<file path="src/rtl/triangle_fetch.sv">
// Pops one packed triangle from the vertices FIFO, sorts its vertices by Y with a
// three-step compare-swap network and hands the result to setup over valid/ready.
module triangle_fetch #(
  parameter int VW    = 38,
  parameter int CW    = 8,
  parameter int Y_LSB = 10,
  parameter int Y_W   = 10
) (
  input  logic                 clk,
  input  logic                 rst_n,
  input  logic [CW+3*VW-1:0]   vertices_rddata,
  output logic                 vertices_pop,
  input  logic                 vertices_empty,
  output logic                 tri_valid,
  input  logic                 tri_ready,
  output logic [CW-1:0]        tri_cmd,
  output logic [VW-1:0]        tri_v0,
  output logic [VW-1:0]        tri_v1,
  output logic [VW-1:0]        tri_v2,
  output logic                 tri_flip
);

  localparam int EW = CW + 3 * VW;

  typedef enum logic [2:0] {
    IDLE,
    POP,
    CAPT,
    S0,
    S1,
    S2,
    OUT
  } state_t;

  state_t          state_reg;
  state_t          state_next;
  logic            pop_reg;
  logic [CW-1:0]   cmd_reg;
  logic [VW-1:0]   vtx_reg [3];
  logic            flip_reg;
  logic [Y_W-1:0]  y [3];
  logic            swap_ab;
  logic            swap_bc;

  genvar gi;
  generate
    for (gi = 0; gi < 3; gi++) begin : g_y
      assign y[gi] = vtx_reg[gi][Y_LSB +: Y_W];
    end
  endgenerate

  // Strict compare keeps equal-Y vertices in FIFO order.
  assign swap_ab = ((state_reg == S0) || (state_reg == S2)) && (y[0] > y[1]);
  assign swap_bc = (state_reg == S1) && (y[1] > y[2]);

  always_comb begin
    state_next = state_reg;
    case (state_reg)
      IDLE: if (!vertices_empty) state_next = POP;
      POP:  state_next = CAPT;
      CAPT: state_next = (vertices_rddata[EW-1 -: CW] == '0) ? IDLE : S0;
      S0:   state_next = S1;
      S1:   state_next = S2;
      S2:   state_next = OUT;
      OUT: begin
        if (tri_ready) state_next = vertices_empty ? IDLE : POP;
      end
      default: state_next = IDLE;
    endcase
  end

  always_ff @(posedge clk or negedge rst_n) begin
    if (!rst_n) begin
      state_reg <= IDLE;
      pop_reg   <= 1'b0;
      cmd_reg   <= '0;
      flip_reg  <= 1'b0;
      for (int i = 0; i < 3; i++) vtx_reg[i] <= '0;
    end else begin
      state_reg <= state_next;
      // Pop strobe is registered so it is high exactly while in POP.
      pop_reg   <= (state_next == POP);
      if (state_reg == CAPT) begin
        cmd_reg    <= vertices_rddata[EW-1 -: CW];
        vtx_reg[0] <= vertices_rddata[3*VW-1 -: VW];
        vtx_reg[1] <= vertices_rddata[2*VW-1 -: VW];
        vtx_reg[2] <= vertices_rddata[VW-1 -: VW];
        flip_reg   <= 1'b0;
      end else if (swap_ab) begin
        vtx_reg[0] <= vtx_reg[1];
        vtx_reg[1] <= vtx_reg[0];
        flip_reg   <= ~flip_reg;
      end else if (swap_bc) begin
        vtx_reg[1] <= vtx_reg[2];
        vtx_reg[2] <= vtx_reg[1];
        flip_reg   <= ~flip_reg;
      end
    end
  end

  assign vertices_pop = pop_reg;
  assign tri_valid    = (state_reg == OUT);
  assign tri_cmd      = cmd_reg;
  assign tri_v0       = vtx_reg[0];
  assign tri_v1       = vtx_reg[1];
  assign tri_v2       = vtx_reg[2];
  assign tri_flip     = flip_reg;

endmodule

</file>
<file path="config.mk">
export PLATFORM = sky130hd
export DESIGN_NAME = triangle_fetch
export DESIGN_NICKNAME = d
export VERILOG_FILES = /design/src/rtl/triangle_fetch.sv
export SDC_FILE = /design/constraint.sdc
export NUM_CORES = 1
export LEC_CHECK = 0
export BUFFER_PORTS_ARGS = -buffer_cell sky130_fd_sc_hd__buf_2
export CORE_MARGIN = 10
export CORE_UTILIZATION = 45
export CTS_CLUSTER_SIZE = 8
export DETAILED_ROUTE_END_ITERATION = 8
export HOLD_SLACK_MARGIN = 0.02
export PLACE_DENSITY = 0.79
export SLEW_MARGIN = 20
export SYNTH_ARGS = -nofsm -noshare
export SYNTH_HDL_FRONTEND = slang
export SYNTH_SLANG_ARGS = --single-unit
</file>
<file path="constraint.sdc">
create_clock -name clk -period 2.4 [get_ports clk]
set_clock_uncertainty 0.15 [all_clocks]
set_input_delay 0.36 -clock clk [delete_from_list [all_inputs] [get_ports clk]]
set_output_delay 0.36 -clock clk [all_outputs]
set_load 0.02 [all_outputs]
</file>
==> results.md <==
- Number of CTS-inserted buffers: 17
- Maximum level of the CTS H-tree: 4
- Number of pins with negative max-slew slack in the final report: 0
- First DRT Iteration DRCs: 461
- Ratio of cells with drive above 1 in the final layout: 44.3%
- Drt first pass iters: 5
- Total nets after synthesis: 820
- Final std cell area, no fill: 10,200 µm²
- Peak per-stage delay on the critical path: 490 ps
- Tightest Pin Transition: 502 ps
- Number of setup violations in the final report: 70
- Routed via count: 6,717
- Clk root buf: sky130_fd_sc_hd__clkbuf_16
- Total buffers and inverters traversed by the critical path: 3
- Peak supply drop: 870 µV
- Max Fanout on Critical Path: 7
- Number of I/O pins: 251
- Sequential cell area in the final layout: 3190 µm²
- Total area of multi-input combinational cells: 3420 µm²
- Count of placed standard cells including taps: 1,104
- Initial antenna violation count: 3
- Die ar.: 19,800 µm²
- Setup WS post-layout: -130 ps
- Slack of the worst reg-to-reg path: -130 ps
- Longest Clk Path Bufs: 2
- Worst flop-to-flop path startpoint: tri_v1[13]$_DFFE_PN0P_
- Worst setup EP type: flop
- Total number of cells along the worst setup path: 10
- Share of synthesized registers carrying an async set or reset: 100%
- Post-route fraction of the period consumed by the critical path: 105%
- DPL Wire Length: 15,600 µm
- Clock-pin slew on the worst setup and hold paths: 60 ps
- Endpoint of the worst setup timing path: tri_v1[33]$_DFFE_PN0P_
- Setup crit start: tri_v1[13]$_DFFE_PN0P_
- Vias in the first global route: 6,974
- Top achievable clock speed: 395 MHz
- Worst setup path class: flop to flop
- Fill cell instance count of the final layout: 1,046
- Endpoint required time on the critical path: 2550 ps
- Final cell count without fillers: 1,210
- Kind of cell adding the most delay to the critical path: compound AO/OA/AOI/OAI gates
- Cell type contributing the most total cell area after synthesis: sky130_fd_sc_hd__dfrtp_1
- Count of nets left with antenna violations after detail routing: 0
- Top cell type's share of synthesized area: 48.5%
- Maximum number of pins on one net before global-route repair: 65
- Final RePlAce weighted congestion: 0.840
- Residual DRC: 0
- Initial cell density of the core: 45.4%
- Average detailed-routed wire length per instance: 20.7 µm
- Vias per cell: 5.55
- Setup repair after global routing missed its margin: true
- Worst-skew pair later-pin latency: 420 ps
- R2r endpoint: tri_v1[33]$_DFFE_PN0P_
- Die X-Extent: 141 µm
- Synthesized area divided by synthesized cell count: 9.72 µm²
- Fin util: 70.4%
- Count of final hold-check violations: 0
- Worst rel slew slack: 66.5%
- Global router's overall resource usage: 23.4%
- PD cells: 1820 nW/µm²
- Wire length of the first global-routing pass: 37,400 µm
- Sequential area share after synthesis: 48.5%
- WP data arrival: 2680 ps
- Total wire length after detailed routing: 25,000 µm
- Synth top area cells: sky130_fd_sc_hd__dfrtp_1 (49%), sky130_fd_sc_hd__nand2_1 (6.5%), sky130_fd_sc_hd__mux2i_1 (6.0%)
- Yosys warns: 0
- Die Height: 141 µm
- Number of enable flip-flop cells after synthesis: 0
- Count of mapped cells out of synthesis: 674
- Area growth syn-to-layout: 55.0%
- R2r worst-path depth: 10
- Core region area: 14,400 µm²
- Hold-critical path depth: 3
- Pleak: 4.99 nW
- Global-route congestion overflow total: 0
- Startpoint class of the critical path: flop
- Status: complete, but fails checks
- Placement Rows: 44
- Setup WS pre-CTS: -186 ps
- Total placed instance area: 8320 µm²
- Number of clock sinks: 127
- CTS tree: yes
- Post-layout net count: 1,157
- # Max-Cap Violations: 0
- Post-synthesis instance area: 6550 µm²
- Final total negative setup slack: -5560 ps
- Path category of the worst min-delay check: primary input to flop
- Flops & latches, synth: 127
- Most used flip-flop cell after synthesis: sky130_fd_sc_hd__dfrtp_1
- Cell variety after synth: 41
- Violated checks: negative setup slack
- Min Tclk post-route: 2530 ps
- Port buffer count: 250
- CP max stage cell: sky130_fd_sc_hd__a2111o_1
- Worst-path cell chain: inv_1, ha_4, a21oi_2, o21ai_2, a2111o_1, a21oi_4, buf_6, nand2_8, clkbuf_16, a2bb2oi_2
[worst min path at each step]
stage,start,endpoint,slack (ps)
floorplan,rst_n,state_reg[0]$_DFF_PN0_,-90
global placement,rst_n,tri_v0[12]$_DFFE_PN0P_,210
detailed placement,rst_n,tri_v0[12]$_DFFE_PN0P_,210
CTS,vertices_rddata[97],tri_v0[21]$_DFFE_PN0P_,20
global route,vertices_rddata[103],tri_v0[27]$_DFFE_PN0P_,30
finish,vertices_rddata[20],tri_v2[20]$_DFFE_PN0P_,40
[per-layer routing]
layer / wire (µm) / global-route usage (%) / vias up
li1: - / - / 3081
met2: 12300 / 38.0 / 326
met4: 718 / 10.9 / 4
met3: 2440 / 9.00 / 57
met1: 9530 / 26.5 / 3249
met5: 27 / 0 / -
[worst register-to-register path, delay by kind of cell (launching register included)]
family / cells / cell delay, ps
adders and majority gates: 1 / 220
AOI/OAI and AO/OA: 5 / 1110
and+or+nand+nor: 1 / 100
buffers and inverters: 3 / 430
DFF: 1 / 410
[layout by cell type, fill, tap and decap left out, types with 7 or more instances in the layout]
master / count
sky130_fd_sc_hd__a21oi_1: 68
sky130_fd_sc_hd__a2bb2oi_2: 22
sky130_fd_sc_hd__o21ai_0: 19
sky130_fd_sc_hd__a22oi_1: 7
sky130_fd_sc_hd__mux2i_1: 38
sky130_fd_sc_hd__buf_2: 249
sky130_fd_sc_hd__dlygate4sd3_1: 51
sky130_fd_sc_hd__o21ai_1: 55
sky130_fd_sc_hd__dfrtp_2: 9
sky130_fd_sc_hd__nand2_1: 111
sky130_fd_sc_hd__ha_1: 10
sky130_fd_sc_hd__clkbuf_16: 23
sky130_fd_sc_hd__buf_4: 36
sky130_fd_sc_hd__a22oi_2: 34
sky130_fd_sc_hd__ha_4: 10
sky130_fd_sc_hd__buf_6: 7
sky130_fd_sc_hd__buf_12: 15
sky130_fd_sc_hd__nor2_1: 37
sky130_fd_sc_hd__a2bb2oi_1: 16
sky130_fd_sc_hd__inv_1: 19
sky130_fd_sc_hd__dfrtp_1: 118
[final cells by class]
| class | instances | area share, % |
|---|---|---|
| multi-input cells | 471 | 33.6 |
| flip-flops and latches | 127 | 31.4 |
| repair buffers | 369 | 26.2 |
| clock buffers | 21 | 4.43 |
| well taps | 184 | 2.27 |
| clock inverters | 11 | 1.15 |
| inverters | 25 | 0.924 |
| diodes | 2 | 0.0493 |
[cells by family after synthesis]
group,count (synthesis),share of synthesized area (%)
AOI/OAI and AO/OA,247,25.9
xor gates and xnor gates,1,0.134
adders and majority gates,20,3.82
buffers and inverters,76,5.61
DFF,127,48.5
muxes,39,5.96
and+or+nand+nor,164,10.0
[cell usage after synthesis, types with 2 or more instances]
master / n
sky130_fd_sc_hd__dfrtp_1: 127
sky130_fd_sc_hd__a221oi_1: 2
sky130_fd_sc_hd__a21oi_1: 73
sky130_fd_sc_hd__ha_1: 20
sky130_fd_sc_hd__a22oi_1: 11
sky130_fd_sc_hd__a22oi_2: 30
sky130_fd_sc_hd__nand2_1: 113
sky130_fd_sc_hd__mux2i_1: 39
sky130_fd_sc_hd__nand4_1: 3
sky130_fd_sc_hd__o21ai_0: 74
sky130_fd_sc_hd__buf_1: 3
sky130_fd_sc_hd__clkbuf_1: 23
sky130_fd_sc_hd__nor2_1: 37
sky130_fd_sc_hd__a2bb2oi_1: 38
sky130_fd_sc_hd__inv_1: 24
sky130_fd_sc_hd__buf_6: 7
sky130_fd_sc_hd__a21o_1: 3
sky130_fd_sc_hd__nor4_1: 2
sky130_fd_sc_hd__and3_1: 3
sky130_fd_sc_hd__buf_4: 3
sky130_fd_sc_hd__o21ai_1: 6
sky130_fd_sc_hd__buf_2: 14
[report_power, final]
| part | total, mW | internal [mW] | switching (mW) | leakage, nW |
|---|---|---|---|---|
| clock network | 2.52 | 1.55 | 0.971 | 0.273 |
| logic | 11.6 | 5.25 | 6.32 | 3.22 |
| registers | 4.45 | 3.35 | 1.10 | 1.50 |
| total | 18.5 | 10.1 | 8.40 | 4.99 |
[metrics by stage]
stage / total power, mW / hold WS (ps)
6_report: 18.5 / 35.9
5_1_grt: 19.7 / 28.9
4_1_cts: 17.0 / 21.1
3_5_place_dp: 13.5 / 213
3_3_place_gp: 13.3 / 209
2_1_floorplan: 10.1 / -85.6
[what timing repair did]
item / 4_1_cts / 5_1_grt
hold buffers: 51 / 0
hold endpoints to repair: 84 / 0
gates cloned: 3 / 6
resized for setup: 40 / 94
setup endpoints to repair: 114 / 115
pin swaps: 15 / 18
setup buffers: 8 / 5
Note: power is estimated with default switching activity, not from simulation.
